File: src/rtl/master_wr_pkg.sv
// Shared widths, field offsets and FSM encoding for the
// master write-data FIFO drain.
package master_wr_pkg;

   localparam int DATA_W    = 64;
   localparam int STRB_W    = 8;
   localparam int FIFO_W    = DATA_W + STRB_W;
   localparam int LEN_W     = 8;
   localparam int STRB_LSB  = 0;
   localparam int DATA_LSB  = STRB_W;
   localparam int BUF_DEPTH = 3;

   typedef enum logic {
      IDLE  = 1'b0,
      BURST = 1'b1
   } state_e;

   function automatic logic [1:0] ptr_inc(input logic [1:0] p);
      return (p == 2'(BUF_DEPTH - 1)) ? 2'd0 : p + 2'd1;
   endfunction

endpackage

File: src/rtl/wdata_out_buf.sv
// Three-entry skid buffer between the FIFO read port and
// the W channel; pointers wrap modulo three.
module wdata_out_buf
   import master_wr_pkg::*;
#(
   parameter int WIDTH = FIFO_W
) (
   input  logic             clk,
   input  logic             rstn,
   input  logic             push_i,
   input  logic [WIDTH-1:0] push_data_i,
   input  logic             pop_i,
   output logic [1:0]       occ_o,
   output logic [WIDTH-1:0] head_o
);

   logic [WIDTH-1:0] mem_q [BUF_DEPTH];
   logic [1:0]       wr_ptr_q, wr_ptr_d;
   logic [1:0]       rd_ptr_q, rd_ptr_d;
   logic [1:0]       occ_q, occ_d;

   always_comb begin
      wr_ptr_d = wr_ptr_q;
      rd_ptr_d = rd_ptr_q;
      occ_d    = occ_q;
      if (push_i) wr_ptr_d = ptr_inc(wr_ptr_q);
      if (pop_i)  rd_ptr_d = ptr_inc(rd_ptr_q);
      unique case ({push_i, pop_i})
         2'b10:   occ_d = occ_q + 2'd1;
         2'b01:   occ_d = occ_q - 2'd1;
         default: occ_d = occ_q;
      endcase
   end

   always_ff @(posedge clk or negedge rstn) begin
      if (!rstn) begin
         wr_ptr_q <= '0;
         rd_ptr_q <= '0;
         occ_q    <= '0;
      end else begin
         wr_ptr_q <= wr_ptr_d;
         rd_ptr_q <= rd_ptr_d;
         occ_q    <= occ_d;
      end
   end

   // Contents need no reset: they are only visible while occ != 0.
   always_ff @(posedge clk) begin
      if (push_i) mem_q[wr_ptr_q] <= push_data_i;
   end

   assign occ_o  = occ_q;
   assign head_o = mem_q[rd_ptr_q];

endmodule

File: src/rtl/master_wr_data_fifo_drain.sv
// Pops len+1 words from the write-data FIFO and drives them
// on the AXI4 W channel with WLAST on the final beat.
module master_wr_data_fifo_drain
   import master_wr_pkg::*;
#(
   parameter int DATA_WIDTH = DATA_W,
   parameter int STRB_WIDTH = STRB_W,
   parameter int FIFO_WIDTH = FIFO_W,
   parameter int LEN_WIDTH  = LEN_W
) (
   input  logic                  clk,
   input  logic                  rstn,
   input  logic                  cmd_valid,
   output logic                  cmd_ready,
   input  logic [LEN_WIDTH-1:0]  cmd_len,
   output logic                  fifo_rd_en,
   input  logic [FIFO_WIDTH-1:0] fifo_rd_data,
   input  logic                  fifo_rd_empty,
   output logic                  m_axi_wvalid,
   input  logic                  m_axi_wready,
   output logic [DATA_WIDTH-1:0] m_axi_wdata,
   output logic [STRB_WIDTH-1:0] m_axi_wstrb,
   output logic                  m_axi_wlast,
   output logic                  busy,
   output logic                  burst_done
);

   localparam logic [LEN_WIDTH:0] REM_ONE = 1;

   state_e               state_q, state_d;
   logic [LEN_WIDTH:0]   fetch_rem_q, fetch_rem_d;
   logic [LEN_WIDTH:0]   send_rem_q, send_rem_d;
   logic                 inflight_q;
   logic                 cmd_ready_q, cmd_ready_d;
   logic                 burst_done_q, burst_done_d;
   logic [1:0]           occ;
   logic [FIFO_WIDTH-1:0] head;
   logic                 wvalid;
   logic                 pop;
   logic                 issue;

   assign wvalid = (occ != 2'd0);
   assign pop    = wvalid && m_axi_wready;

   // occ + inflight counts every word already owed a buffer slot.
   assign issue = (state_q == BURST) && (fetch_rem_q != '0) &&
                  !fifo_rd_empty &&
                  (({1'b0, occ} + {2'b0, inflight_q}) <= 3'd2);

   always_comb begin
      state_d      = state_q;
      fetch_rem_d  = fetch_rem_q;
      send_rem_d   = send_rem_q;
      burst_done_d = 1'b0;
      if (issue) fetch_rem_d = fetch_rem_q - REM_ONE;
      if (pop)   send_rem_d  = send_rem_q - REM_ONE;
      unique case (state_q)
         IDLE: begin
            if (cmd_valid && cmd_ready_q) begin
               fetch_rem_d = {1'b0, cmd_len} + REM_ONE;
               send_rem_d  = {1'b0, cmd_len} + REM_ONE;
               state_d     = BURST;
            end
         end
         BURST: begin
            if (pop && (send_rem_q == REM_ONE)) begin
               state_d      = IDLE;
               burst_done_d = 1'b1;
            end
         end
         default: state_d = IDLE;
      endcase
      cmd_ready_d = (state_d == IDLE);
   end

   always_ff @(posedge clk or negedge rstn) begin
      if (!rstn) begin
         state_q      <= IDLE;
         fetch_rem_q  <= '0;
         send_rem_q   <= '0;
         inflight_q   <= 1'b0;
         cmd_ready_q  <= 1'b0;
         burst_done_q <= 1'b0;
      end else begin
         state_q      <= state_d;
         fetch_rem_q  <= fetch_rem_d;
         send_rem_q   <= send_rem_d;
         inflight_q   <= issue;
         cmd_ready_q  <= cmd_ready_d;
         burst_done_q <= burst_done_d;
      end
   end

   wdata_out_buf #(
      .WIDTH(FIFO_WIDTH)
   ) u_buf (
      .clk        (clk),
      .rstn       (rstn),
      .push_i     (inflight_q),
      .push_data_i(fifo_rd_data),
      .pop_i      (pop),
      .occ_o      (occ),
      .head_o     (head)
   );

   assign fifo_rd_en   = issue;
   assign cmd_ready    = cmd_ready_q;
   assign busy         = (state_q == BURST);
   assign burst_done   = burst_done_q;
   assign m_axi_wvalid = wvalid;
   assign m_axi_wlast  = wvalid && (send_rem_q == REM_ONE);
   assign m_axi_wdata  = wvalid ? head[FIFO_WIDTH-1:STRB_WIDTH] : '0;
   assign m_axi_wstrb  = wvalid ? head[STRB_WIDTH-1:0] : '0;

endmodule

File: config.mk
export PLATFORM = sky130hd
export DESIGN_NAME = master_wr_data_fifo_drain
export DESIGN_NICKNAME = d
export VERILOG_FILES = /design/src/rtl/master_wr_pkg.sv /design/src/rtl/wdata_out_buf.sv /design/src/rtl/master_wr_data_fifo_drain.sv
export SDC_FILE = /design/constraint.sdc
export NUM_CORES = 1
export LEC_CHECK = 0
export CORE_AREA = 10 10 118 199
export CTS_BUF_LIST = sky130_fd_sc_hd__clkbuf_2 sky130_fd_sc_hd__clkbuf_4 sky130_fd_sc_hd__clkbuf_8
export DETAILED_ROUTE_END_ITERATION = 16
export DIE_AREA = 0 0 128 209
export PLACE_DENSITY = 0.71
export SLEW_MARGIN = 20
export SYNTH_ARGS = -nofsm -noshare
export SYNTH_HDL_FRONTEND = slang
export SYNTH_SLANG_ARGS = --single-unit
File: constraint.sdc
create_clock -name clk -period 8.1 [get_ports clk]
set_input_delay 2.43 -clock clk [delete_from_list [all_inputs] [get_ports clk]]
set_output_delay 2.43 -clock clk [all_outputs]
set_load 0.03 [all_outputs]
==> results.sh <==
export IMPL_final_common_cell="edfxtp_1"
export IMPL_hpwl_mm=14.1
export IMPL_slew_headroom_pct=34.7
export IMPL_synthFlopType="edfxtp_1"
export IMPL_p_sw_share_pct=38.9
export IMPL_power_leakage_nw=4.46
export IMPL_drive_gt1_share_pct=8.82
export IMPL_rsz0062_at_grt="false"
export IMPL_vdd_ir_drop_max_uv=304
export IMPL_cts_sinks=244
export IMPL_grt_max_degree=89
export IMPL_syn_area_sq_mm=0.00983
export IMPL_async_reset_ff_share_pct=11.5
export IMPL_hold_violations=0
export IMPL_timing_critical_path_mode_cell="clkdlybuf4s50_1"
export IMPL_grt_pass1_wl_mm=34.0
export IMPL_switchingPower_mw=1.88
export IMPL_fp_coreArea_sq_mm=0.0202
export IMPL_cp_arrival_ps=4240
export IMPL_root_buffer="clkbuf_8"
export IMPL_nets=975
export IMPL_vias=6156
export IMPL_worstSetupPathType="input pin to output pin"
export IMPL_crit_fanout=9
export IMPL_worst_r2r_setup_slack_ps=5550
export IMPL_worstMarginPinSlew_ps=980
export IMPL_cts_resized=0
export IMPL_maxSlewViolCount=0
export IMPL_clock_latency_ps=510
export IMPL_syn_nets=802
export IMPL_p_comb_share_pct=42.7
export IMPL_synth_edf_count=216
export IMPL_antenna_found_initial=3
export IMPL_htreeDepth=2
export IMPL_p_per_area_mw_per_mm2=390
export IMPL_endpoint_kind="output pin"
export IMPL_path_cells="clkdlybuf4s50_1, nor2b_1, o21ai_1, a21oi_1, clkdlybuf4s50_1"
export IMPL_totalWireLength_mm=21.7
export IMPL_track_usage_pct=16.0
export IMPL_pwr_share_seq_pct=38.3
export IMPL_layout_common_cells="216 x edfxtp_1, 162 x clkdlybuf4s50_1, 155 x nor2_1"
export IMPL_die_area_sq_mm=0.0268
export IMPL_utilization_pct=61.5
export IMPL_dr_pass1_iters=4
export IMPL_yosys_cell_types_count=38
export IMPL_cp_required_ps=5670
export IMPL_cts_buffers=35
export IMPL_setup_viol=0
export IMPL_post_cts_buffers=0
export IMPL_clock_fmax_mhz=150
export IMPL_cts_max_path_buffers=3
export IMPL_slowest_stage="clkdlybuf4s50_1"
export IMPL_gp_congestion=0.853
export IMPL_tns_ps=0
export IMPL_start_util_pct=48.7
export IMPL_pwr_share_clk_pct=19.0
export IMPL_clock_skew_ps=12.7
export IMPL_drc=0
export IMPL_die_x_microns=128
export IMPL_ant_nets=0
export IMPL_gr_total_overflow=0
export IMPL_synth_warnings=0
export IMPL_wl_per_cell_microns=18.8
export IMPL_p_int_mw=2.96
export IMPL_status="finished clean"
export IMPL_synth_cells=709
export IMPL_ios=163
export IMPL_rows=69
export IMPL_clkTransAtPathRegs_ps=60
export IMPL_slowest_delay_ps=730
export IMPL_area_delta_synth_final_pct=26.3
export IMPL_dieHeight_microns=209
export IMPL_vias_per_cell=5.33
export IMPL_hold_class="flip-flop to flip-flop"
export IMPL_crit_path_start_kind="input pin"
export IMPL_io_buffers=162
export IMPL_cts_tree="done"
export IMPL_grt_pass1_vias=6287
export IMPL_synth_seq_cells=244
export IMPL_avgSynthCellArea_sq_um=13.9
export IMPL_drt_iter0_markers=326
export IMPL_max_cap_violations=0
export IMPL_period_minus_slack_ps=6670
export IMPL_ys_seq_area_share_pct=73.1
export IMPL_fin_crit_sh_pct=82.3
export IMPL_holdBufCountCts=0
==> power groups by stage <==
stage | clock network (mW) | logic, mW | registers (mW)
floorplan | 0 | 1.39 | 1.78
detailed placement | 0 | 2.09 | 1.88
global placement | 0 | 2.07 | 1.87
finish | 0.919 | 2.07 | 1.86
CTS | 0.946 | 2.10 | 1.86
global route | 0.999 | 2.24 | 1.89
==> final cells by class <==
type                            instances  area (sq um)
Timing Repair Buffer                  172          1720
Clock inverter                         13          63.8
Fill cell                            1614          7790
Inverter                               13          48.8
Tap cell                              248           310
Multi-Input combinational cell        416          2480
Clock buffer                           49           599
Antenna cell                            1          2.50
Sequential cell                       244          7190
==> synth_stat cells, types with 3 or more instances <==
library cell  count  area [sq um]
nand2_1           9          33.8
o21ai_0           8          40.0
buf_2             7          35.0
dfrtp_1          28           701
or4_1             7          52.6
clkbuf_1         27           101
inv_1            13          48.8
nor4_1            5          31.3
xnor2_1          10          87.6
or3_1             5          31.3
nor3_1            8          40.0
a31oi_1           6          37.5
ha_1              8           100
o21ai_1           3          15.0
a21oi_1          86           430
edfxtp_1        216          6490
or2_2             4          25.0
nor2_1          157           589
mux2i_1          72           721
==> cells by family (layout without fill, tap and decap cells) <==
logic type | after synthesis | in the layout | synth area share [%]
AO/OA/AOI/OAI | 116 | 116 | 6.37
XOR/XNOR | 12 | 12 | 1.07
adder cells (fa/ha/maj) | 8 | 8 | 1.02
buffers and inverters | 49 | 247 | 1.96
flip-flops | 244 | 244 | 73.1
multiplexers | 73 | 73 | 7.44
other | 0 | 1 | 0
AND/OR/NAND/NOR | 207 | 207 | 9.05
==> critical path, delay by kind of cell <==
family,cells,cell delay [ps]
AO/OA/AOI/OAI,2,500
buffers and inverters,2,1120
AND/OR/NAND/NOR,1,180
==> per-layer routing <==
layer / up-vias / track usage (%) / share of wire [%]
li1: 2961 / - / -
met1: 2966 / 16.6 / 35
met2: 170 / 29.2 / 55
met3: 55 / 4.33 / 5.8
met4: 4 / 6.55 / 3.3
met5: - / 0 / 0.14
==> flip-flops by register name (all words and copies together) (netlist names), 2 cells and up <==
| register | count |
|---|---|
| fetch_rem_q | 9 |
| send_rem_q | 9 |
| u_buf.mem_q | 216 |
| u_buf.occ_o | 2 |
| u_buf.rd_ptr_q | 2 |
| u_buf.wr_ptr_q | 2 |
==> worst paths after layout <==
kind	from	depth (start not counted)	to
setup / recovery	fifo_rd_empty	5	fifo_rd_en
hold / removal	send_rem_q[7]$_DFF_PN0_	2	send_rem_q[7]$_DFF_PN0_
setup reg to reg	u_buf.occ_o[0]$_DFFE_PN0P_	7	fetch_rem_q[7]$_DFF_PN0_
hold reg to reg	send_rem_q[7]$_DFF_PN0_	2	send_rem_q[7]$_DFF_PN0_
max in group asynchronous	rstn	2	u_buf.rd_ptr_q[1]$_DFFE_PN0P_
min in group asynchronous	rstn	2	u_buf.rd_ptr_q[0]$_DFFE_PN0P_
==> stage by stage <==
step / instance area [sq um] / setup WS (ps) / hold slack, ps / power (mW) / cells
6_report: 12400 / 1430 / 567 / 4.84 / 1156
5_1_grt: 12400 / 1230 / 603 / 5.13 / 1155
4_1_cts: 12400 / 1420 / 571 / 4.90 / 1154
3_5_place_dp: 11700 / 1450 / 559 / 3.97 / 1092
3_3_place_gp: 11700 / 1440 / 557 / 3.95 / 1092
2_1_floorplan: 9830 / 1730 / 491 / 3.17 / 709
Note: power is estimated with default switching activity, not from simulation.
